## src/rtl/mem_ctrl_if.sv

```systemverilog
// mem_ctrl_if: requester and byte-wide RAM bus signals of the memory controller
interface mem_ctrl_if;
  logic lsb_req;
  logic [31:0] lsb_addr;
  logic [31:0] lsb_data;
  logic [3:0] lsb_op;
  logic mem_ready;
  logic [31:0] mem_val;
  logic if_req;
  logic [31:0] if_addr;
  logic if_ready;
  logic [31:0] if_data;
  logic [7:0] mem_din;
  logic [7:0] mem_dout;
  logic [31:0] mem_a;
  logic mem_wr;
  logic io_buffer_full;
  modport master (
    output lsb_req, lsb_addr, lsb_data, lsb_op, if_req, if_addr, mem_din, io_buffer_full,
    input mem_ready, mem_val, if_ready, if_data, mem_dout, mem_a, mem_wr
  );
  modport slave (
    input lsb_req, lsb_addr, lsb_data, lsb_op, if_req, if_addr, mem_din, io_buffer_full,
    output mem_ready, mem_val, if_ready, if_data, mem_dout, mem_a, mem_wr
  );
endinterface

```

## src/rtl/mem_ctrl.sv

```systemverilog
// mem_ctrl: serialises LSB loads/stores and instruction fetches into byte accesses on the RAM bus
module mem_ctrl #(
  parameter logic [1:0] IO_ADDR_HI = 2'b11
) (
  input logic clk_in,
  input logic rst_in,
  input logic rdy_in,
  input logic clear_flag,
  mem_ctrl_if.slave bus
);
  typedef enum logic [1:0] {IDLE, READ, WRITE, DONE} state_t;
  state_t state, state_nx;
  logic [31:0] addr_q, data_q, buf_q, val_q, ifd_q, word, ext;
  logic [2:0] op_q;
  logic [2:0] k, cap, n;
  logic is_if, clr_q, stall, rd_last, wr_last, take_lsb, take_if;
  assign n = is_if || op_q[1] ? 3'd4 : op_q[0] ? 3'd2 : 3'd1;
  assign take_lsb = bus.lsb_req && !clear_flag;
  assign take_if = bus.if_req && !bus.lsb_req && !clear_flag;
  assign stall = bus.mem_a[17:16] == IO_ADDR_HI && bus.io_buffer_full;
  assign rd_last = k > cap && cap + 3'd1 == n;
  assign wr_last = !stall && k + 3'd1 == n;
  assign ext = op_q[1] ? word :
               op_q[0] ? {{16{!op_q[2] && word[15]}}, word[15:0]} :
                         {{24{!op_q[2] && word[7]}}, word[7:0]};
  always_comb begin
    word = buf_q;
    word[{cap[1:0], 3'b000} +: 8] = bus.mem_din;
  end
  assign bus.mem_a = state == READ || state == WRITE ? addr_q + {29'b0, k} : 32'h0;
  assign bus.mem_wr = state == WRITE && rdy_in && !stall;
  assign bus.mem_dout = state == WRITE ? data_q[{k[1:0], 3'b000} +: 8] : 8'h0;
  assign bus.mem_ready = state == DONE && !is_if && rdy_in;
  assign bus.if_ready = state == DONE && is_if && rdy_in;
  assign bus.mem_val = val_q;
  assign bus.if_data = ifd_q;
  always_ff @(posedge clk_in)
    if (rst_in) state <= IDLE;
    else state <= state_nx;
  always_comb begin
    state_nx = state;
    if (rdy_in)
      case (state)
        IDLE: state_nx = take_lsb ? (bus.lsb_op[3] ? WRITE : READ) : take_if ? READ : IDLE;
        READ: state_nx = clear_flag ? IDLE : rd_last ? DONE : READ;
        WRITE: state_nx = wr_last ? (clr_q || clear_flag ? IDLE : DONE) : WRITE;
        default: state_nx = IDLE;
      endcase
  end
  always_ff @(posedge clk_in)
    if (rst_in) begin
      {addr_q, data_q, buf_q, val_q, ifd_q} <= '0;
      op_q <= '0;
      k <= '0;
      cap <= '0;
      is_if <= 1'b0;
      clr_q <= 1'b0;
    end else if (!rdy_in) begin
      if (state == READ) k <= cap;
    end else if (state == IDLE) begin
      addr_q <= take_lsb ? bus.lsb_addr : bus.if_addr;
      data_q <= bus.lsb_data;
      op_q <= bus.lsb_op[2:0];
      is_if <= !take_lsb;
      clr_q <= 1'b0;
      k <= '0;
      cap <= '0;
    end else if (state == READ) begin
      if (k > cap) begin
        buf_q <= word;
        cap <= cap + 3'd1;
      end
      if (k < n) k <= k + 3'd1;
      if (rd_last && !clear_flag && is_if) ifd_q <= word;
      if (rd_last && !clear_flag && !is_if) val_q <= ext;
    end else if (state == WRITE) begin
      clr_q <= clr_q || clear_flag;
      if (!stall) k <= k + 3'd1;
      if (wr_last) val_q <= '0;
    end
endmodule

```

## src/flat_wrapper.sv

```systemverilog
// flat-port wrapper written by rule: the top's interface ports become plain ports
module mem_ctrl_flat 
#(
  parameter logic [1:0] IO_ADDR_HI = 2'b11
)
  (clk_in, rst_in, rdy_in, clear_flag, bus_lsb_req, bus_lsb_addr, bus_lsb_data, bus_lsb_op, bus_if_req, bus_if_addr, bus_mem_din, bus_io_buffer_full, bus_mem_ready, bus_mem_val, bus_if_ready, bus_if_data, bus_mem_dout, bus_mem_a, bus_mem_wr);
  mem_ctrl_if bus_i ();
  input logic clk_in;
  input logic rst_in;
  input logic rdy_in;
  input logic clear_flag;
  input wire logic [$bits(bus_i.lsb_req)-1:0] bus_lsb_req;
  input wire logic [$bits(bus_i.lsb_addr)-1:0] bus_lsb_addr;
  input wire logic [$bits(bus_i.lsb_data)-1:0] bus_lsb_data;
  input wire logic [$bits(bus_i.lsb_op)-1:0] bus_lsb_op;
  input wire logic [$bits(bus_i.if_req)-1:0] bus_if_req;
  input wire logic [$bits(bus_i.if_addr)-1:0] bus_if_addr;
  input wire logic [$bits(bus_i.mem_din)-1:0] bus_mem_din;
  input wire logic [$bits(bus_i.io_buffer_full)-1:0] bus_io_buffer_full;
  output wire logic [$bits(bus_i.mem_ready)-1:0] bus_mem_ready;
  output wire logic [$bits(bus_i.mem_val)-1:0] bus_mem_val;
  output wire logic [$bits(bus_i.if_ready)-1:0] bus_if_ready;
  output wire logic [$bits(bus_i.if_data)-1:0] bus_if_data;
  output wire logic [$bits(bus_i.mem_dout)-1:0] bus_mem_dout;
  output wire logic [$bits(bus_i.mem_a)-1:0] bus_mem_a;
  output wire logic [$bits(bus_i.mem_wr)-1:0] bus_mem_wr;
  assign bus_i.lsb_req = bus_lsb_req;
  assign bus_i.lsb_addr = bus_lsb_addr;
  assign bus_i.lsb_data = bus_lsb_data;
  assign bus_i.lsb_op = bus_lsb_op;
  assign bus_i.if_req = bus_if_req;
  assign bus_i.if_addr = bus_if_addr;
  assign bus_i.mem_din = bus_mem_din;
  assign bus_i.io_buffer_full = bus_io_buffer_full;
  assign bus_mem_ready = bus_i.mem_ready;
  assign bus_mem_val = bus_i.mem_val;
  assign bus_if_ready = bus_i.if_ready;
  assign bus_if_data = bus_i.if_data;
  assign bus_mem_dout = bus_i.mem_dout;
  assign bus_mem_a = bus_i.mem_a;
  assign bus_mem_wr = bus_i.mem_wr;
  mem_ctrl #(.IO_ADDR_HI(IO_ADDR_HI)) u_core (.clk_in(clk_in), .rst_in(rst_in), .rdy_in(rdy_in), .clear_flag(clear_flag), .bus(bus_i));
endmodule
```

## config.mk

```make
export PLATFORM = sky130hd
export DESIGN_NAME = mem_ctrl_flat
export DESIGN_NICKNAME = d
export VERILOG_FILES = /design/src/rtl/mem_ctrl_if.sv /design/src/rtl/mem_ctrl.sv /design/src/flat_wrapper.sv
export SDC_FILE = /design/constraint.sdc
export NUM_CORES = 1
export LEC_CHECK = 0
export CORE_UTILIZATION = 32
export CTS_CLUSTER_DIAMETER = 120
export DETAILED_ROUTE_END_ITERATION = 10
export DONT_BUFFER_PORTS = 1
export GPL_TIMING_DRIVEN = 0
export SYNTH_ARGS = -nofsm -noshare
export SYNTH_HDL_FRONTEND = slang
export SYNTH_SLANG_ARGS = --single-unit
```

## constraint.sdc

```tcl
create_clock -name clk_in -period 3.5 [get_ports clk_in]
set_input_delay 0.7 -clock clk_in [delete_from_list [all_inputs] [get_ports clk_in]]
set_output_delay 0.7 -clock clk_in [all_outputs]
set_load 0.05 [all_outputs]
```

Word-level counts from Yosys, hierarchy flattened
Index checks and enable logic that the tools add are counted.
Storage, ports and cells
  output and inout port bits: 107
  logic and storage cells: 105
  register bits after elaboration: 173
  input bits: 115
Operators by class
  shifts and indexed selects: 3
  muxes and demuxes: 33
  reductions and logical operators: 41
  $lt $le $gt $ge: 2
  bitwise operators: 1
  $add $sub $neg: 4
  equality and inequality tests: 10
Operator list (number)
  32-bit two-way mux: 8
  3-bit two-way mux: 11
  32-bit by 3-bit adder with 32-bit output: 1
  32-bit bitwise mux: 1
  8-bit by 7-bit variable shift with 32-bit output, first input constant: 1
  32-bit by 6-bit indexed part select with 8-bit output: 1
  8-bit by 7-bit indexed part select with 32-bit output: 1
  1-bit logical AND: 17
  2-bit two-way mux: 7
  4-bit AND reduction: 3
  2-bit nonzero test: 6
  8-bit two-way mux: 1
  5-bit negation with 7-bit output: 1
  3-bit by 1-bit adder with 3-bit output, second input constant: 2
  2-bit equality test, second input constant: 3
  3-bit equality test: 2
  1-bit logical NOT: 6
  2-bit case mux with 3 select lines: 1
  3-bit AND reduction: 2
  5-bit AND reduction: 1
  1-bit two-way mux: 4
  2-bit != test, second input constant: 2
  4-bit != test, second input constant: 1
  3-bit > comparator: 1
  other kinds (8): 10

Depth between registers and ports, before layout
  depth in word-level cells: 10
  gate-level depth with buffers: 12
  depth with buffers taken out: 9

Worst setup path before layout
OpenSTA, ideal clock, no wires.
  kind: reg2out
  from: reg u_core.k[0]
  to: out bus_mem_a[30]
  data required time: 2800 ps
  slack: -341 ps
  buffers on the path: 1
  stages on the path, launching flop included: 10
  arrival: 3141 ps
  cell sequence: dfxtp_1 > ha_1 > fa_1 > a21oi_1 > nor4_2 > and2_0 > clkbuf_1 > nand2_1 > or3_1 > a21boi_0
Between the ends
  cells in the longest elaborated chain, start to end: 2
Ends and longest elaborated chain
  start: declaration: line mem_ctrl.sv:15  | logic [2:0] k, cap, n;
  start signal: assignment: line mem_ctrl.sv:59  | if (state == READ) k <= cap;
  start signal: assignment: line mem_ctrl.sv:73  | if (k < n) k <= k + 3'd1;
  start signal: assignment: line mem_ctrl.sv:78  | if (!stall) k <= k + 3'd1;
  32-bit by 3-bit adder with 32-bit output: line mem_ctrl.sv:30  | assign bus.mem_a = state == READ || state == WRITE ? addr_q + {29'b0, k} : 32'h0;
  32-bit two-way mux: line mem_ctrl.sv:30
  end: declaration: line flat_wrapper.sv:25  | output wire logic [$bits(bus_i.mem_a)-1:0] bus_mem_a;
Every way passes these cells.

Final worst setup path
  from: reg u_core.k[2]
  to: out bus_mem_a[31]
Same word-level chain as after synthesis.

==> flow_summary.json <==
{
  "route.detailed.drc": 0,
  "grt_setup_unrepaired": "true",
  "leakagePower_nw": 3.41,
  "post_synth_and_or_nand_nor_area_fraction_pct": 22.4,
  "synthesis.area_um2": 8880,
  "min_path_cells": 2,
  "regToRegStartpoint": "u_core.op_q[1]",
  "vdd_ir_drop_max_uv": 307,
  "synth_top_cells_by_count": "173 x sky130_fd_sc_hd__dfxtp_1, 131 x sky130_fd_sc_hd__nand2_1, 106 x sky130_fd_sc_hd__nor2_1",
  "final_cell_count_no_fill": 1446,
  "place.gp.congestion": 0.839,
  "die_span_x_um": 169,
  "buffer_ports.inserted": 0,
  "clock_sinks": 173,
  "dominant_combinational_cell_family_by_area_after_synthesis": "simple AND/OR/NAND/NOR gates",
  "drv.max_cap_violation_count": 0,
  "die-area_um2": 28400,
  "power.density_nw_per_um2": 453,
  "setup_tns_ps": 0,
  "fmaxAchievable_mhz": 291,
  "rr_endpoint": "u_core.bus.mem_val[27]",
  "min-delay-start": "bus_lsb_data[13]",
  "hold-path-endpoint": "u_core.data_q[13]",
  "relSlewSlack_pct": 31.2,
  "num-nets-final": 1197,
  "postLayoutCellArea_um2": 10200,
  "initial_utilization_pct": 32.8,
  "timing.final.hold_violations": 0,
  "drtIter0Drc": 429,
  "ys_top_cells_by_area": "sky130_fd_sc_hd__dfxtp_1 39%, sky130_fd_sc_hd__mux2i_1 6.5%, sky130_fd_sc_hd__a211oi_1 6.3%",
  "die_h_um": 169,
  "final.period_utilization_pct": 98.3,
  "worstMarginPinSlew_ps": 1030,
  "critical_path.top_delay_family": "simple AND/OR/NAND/NOR gates",
  "ant_nets": 0,
  "finalWorstPathRequiredPeriod_ps": 3440,
  "critPathKind": "register to primary output",
  "drive_gt1_share_pct": 13.0,
  "net_count_of_the_mapped_netlist": 1171,
  "crit_path_end_kind": "primary output",
  "reg_clk_slew_reported_paths_ps": 70,
  "reg2regPathDepth": 9,
  "synth-async-reset-ratio_pct": 0,
  "flow.area_growth_from_synthesis_pct": 14.6,
  "hold_path.class": "input port to register",
  "worstPathBufferInverterCount": 1,
  "n_antenna_cell": 0,
  "core_um2": 27100,
  "outcome": "complete, no violations",
  "signal_arrival_time_at_the_worst_endpoint_ps": 2740,
  "synth_edf_count": 0,
  "synthMuxAreaShare_pct": 8.56,
  "layout.core_utilization_pct": 37.6,
  "cts.htree.levels": 4,
  "place_area_um2": 9350,
  "fin_worst_skew_ps": 16.2,
  "tritoncts": "built",
  "grt_max_degree": 17,
  "reg2reg_slack_ps": 230,
  "path_max_fanout": 7,
  "vias": 7452,
  "worstSkewPairLatency_ps": 440,
  "numPlacedInstances": 1407,
  "cts_made_buffers": 17,
  "synth_largest_type_area_fraction_pct": 39.0,
  "synth-compound-area-share_pct": 19.7,
  "drt_wl_total_um": 26800,
  "wire_length_of_the_first_global_routing_pass_um": 41300,
  "fillCellCount": 2788,
  "adder_and_majority_cell_fraction_of_the_synthesized_area_pct": 3.04,
  "detail_route.wl_per_cell_um": 18.5,
  "worst-endpoint-required_ps": 2800,
  "syn-instance-count": 1035,
  "detailedRoute.firstPassIterationCount": 5,
  "synth.ff_latch_count": 173,
  "dpl.hpwl_um": 20100,
  "synth_sequential_area_ratio_pct": 39.0,
  "grt_antenna_before_repair": 0,
  "timing_max_transition_violations_final": 0,
  "startpoint_type": "register",
  "yosys.cell_count.top_type": "sky130_fd_sc_hd__dfxtp_1",
  "cpPeakStageDelay_ps": 390,
  "synth_area_leader_cell": "sky130_fd_sc_hd__dfxtp_1",
  "globalRoute.totalOverflow": 0,
  "row_count": 60,
  "avgViaCountPerCell": 5.15,
  "synth_xor_xnor_area_share_pct": 2.66,
  "cp_max_stage_cell": "sky130_fd_sc_hd__or3_4",
  "synthesis.area_per_instance_um2": 8.58,
  "yosys_most_used_dff": "sky130_fd_sc_hd__dfxtp_1",
  "clockBufferDepth": 2,
  "synth.yosys.warnings": 0,
  "cts-root-buf": "sky130_fd_sc_hd__clkbuf_16",
  "grt_pass1_vias": 7184,
  "design.portCount": 222,
  "synth_cell_type_count": 59,
  "finish_stage_setup_viols": 0,
  "crit_chain": "ha_4 -> o211ai_1 -> nor4b_4 -> buf_4 -> and2_4 -> nand2_4 -> or3_4 -> a21boi_4",
  "groute.usage.overall_pct": 18.9
}
[layout make-up]
cell class	instances	area (µm²)	share of cell area [%]
tap	372	465	4.57
buffer	79	368	3.61
multi-input combinational	768	5150	50.6
inverter	15	56.3	0.553
sequential	173	3480	34.2
timing repair buffer	7	52.6	0.516
clock buffer	19	443	4.35
clock inverter	13	159	1.56
[through the flow]
stage / worst slack (ps) / hold slack, ps / total power (W)
floorplan: 26.0 / 433 / 0.00253
global placement: -665 / 440 / 0.00266
detailed placement: -659 / 447 / 0.00266
CTS: -46.6 / 377 / 0.00464
global route: -68.7 / 378 / 0.00481
finish: 59.4 / 390 / 0.00461
[placed cells by master (no fill, tap or decap), drive strengths merged, types with 9 or more instances in the layout]
master  instances
nand3          12
or2             9
dfxtp         173
o21ai          22
a211oi        103
ha             20
nand2         131
inv            18
clkbuf         82
and2           36
buf            23
a21oi          86
nor2          116
o211ai         11
xnor2          20
nor2b          38
mux2i          58
nand2b         26
[layer usage]
metal | track usage (%) | vias to the layer above | routed length [µm]
met3 | 5.75 | 22 | 1900
met2 | 31.8 | 239 | 12800
met1 | 23.4 | 3524 | 11800
met4 | 5.10 | 0 | 316
li1 | - | 3667 | -
met5 | 0 | - | 0
[timing repair]
item                                    CTS  global route
hold buffers                              0             0
setup buffers                             3             4
endpoints found under the setup margin   23            55
pin swaps                                 6             9
gates cloned                              0             0
resized for setup                        31            18
[state kept, by name (all words and copies together) (netlist names)]
| name | flops |
|---|---|
| u_core.bus.if_data | 32 |
| u_core.op_q | 3 |
| u_core.state | 2 |
| u_core.is_if | 1 |
| u_core.bus.mem_val | 32 |
| u_core.buf_q | 32 |
| u_core.data_q | 32 |
| u_core.clr_q | 1 |
| u_core.k | 3 |
| u_core.addr_q | 32 |
| u_core.cap | 3 |
[kinds of logic after synthesis]
| group | after synthesis |
|---|---|
| XOR/XNOR | 27 |
| AND/OR/NAND/NOR | 406 |
| adder cells (fa/ha/maj) | 21 |
| buffers and inverters | 94 |
| multiplexers | 66 |
| flip-flops | 173 |
| AO/OA/AOI/OAI | 248 |
[report_power, final]
part / leakage, nW / total, W / internal [W] / switching [W]
clock: 0.297 / 0.00197 / 0.00109 / 0.000882
sequential: 1.41 / 0.00211 / 0.00204 / 0.0000677
combinational: 1.70 / 0.000530 / 0.000181 / 0.000349
[how the worst max path moves through the flow]
stage	from	end	slack (ps)	cells after the start
after global routing	u_core.addr_q[5]	bus_mem_a[30]	-70	8
after detailed placement	u_core.k[0]	bus_mem_a[30]	-660	9
after global placement	u_core.k[0]	bus_mem_a[30]	-660	9
final	u_core.k[2]	bus_mem_a[31]	60	8
after CTS	u_core.addr_q[5]	bus_mem_a[30]	-50	7
after floorplan	u_core.k[0]	bus_mem_a[30]	30	9
Note: power is estimated with default switching activity, not from simulation.
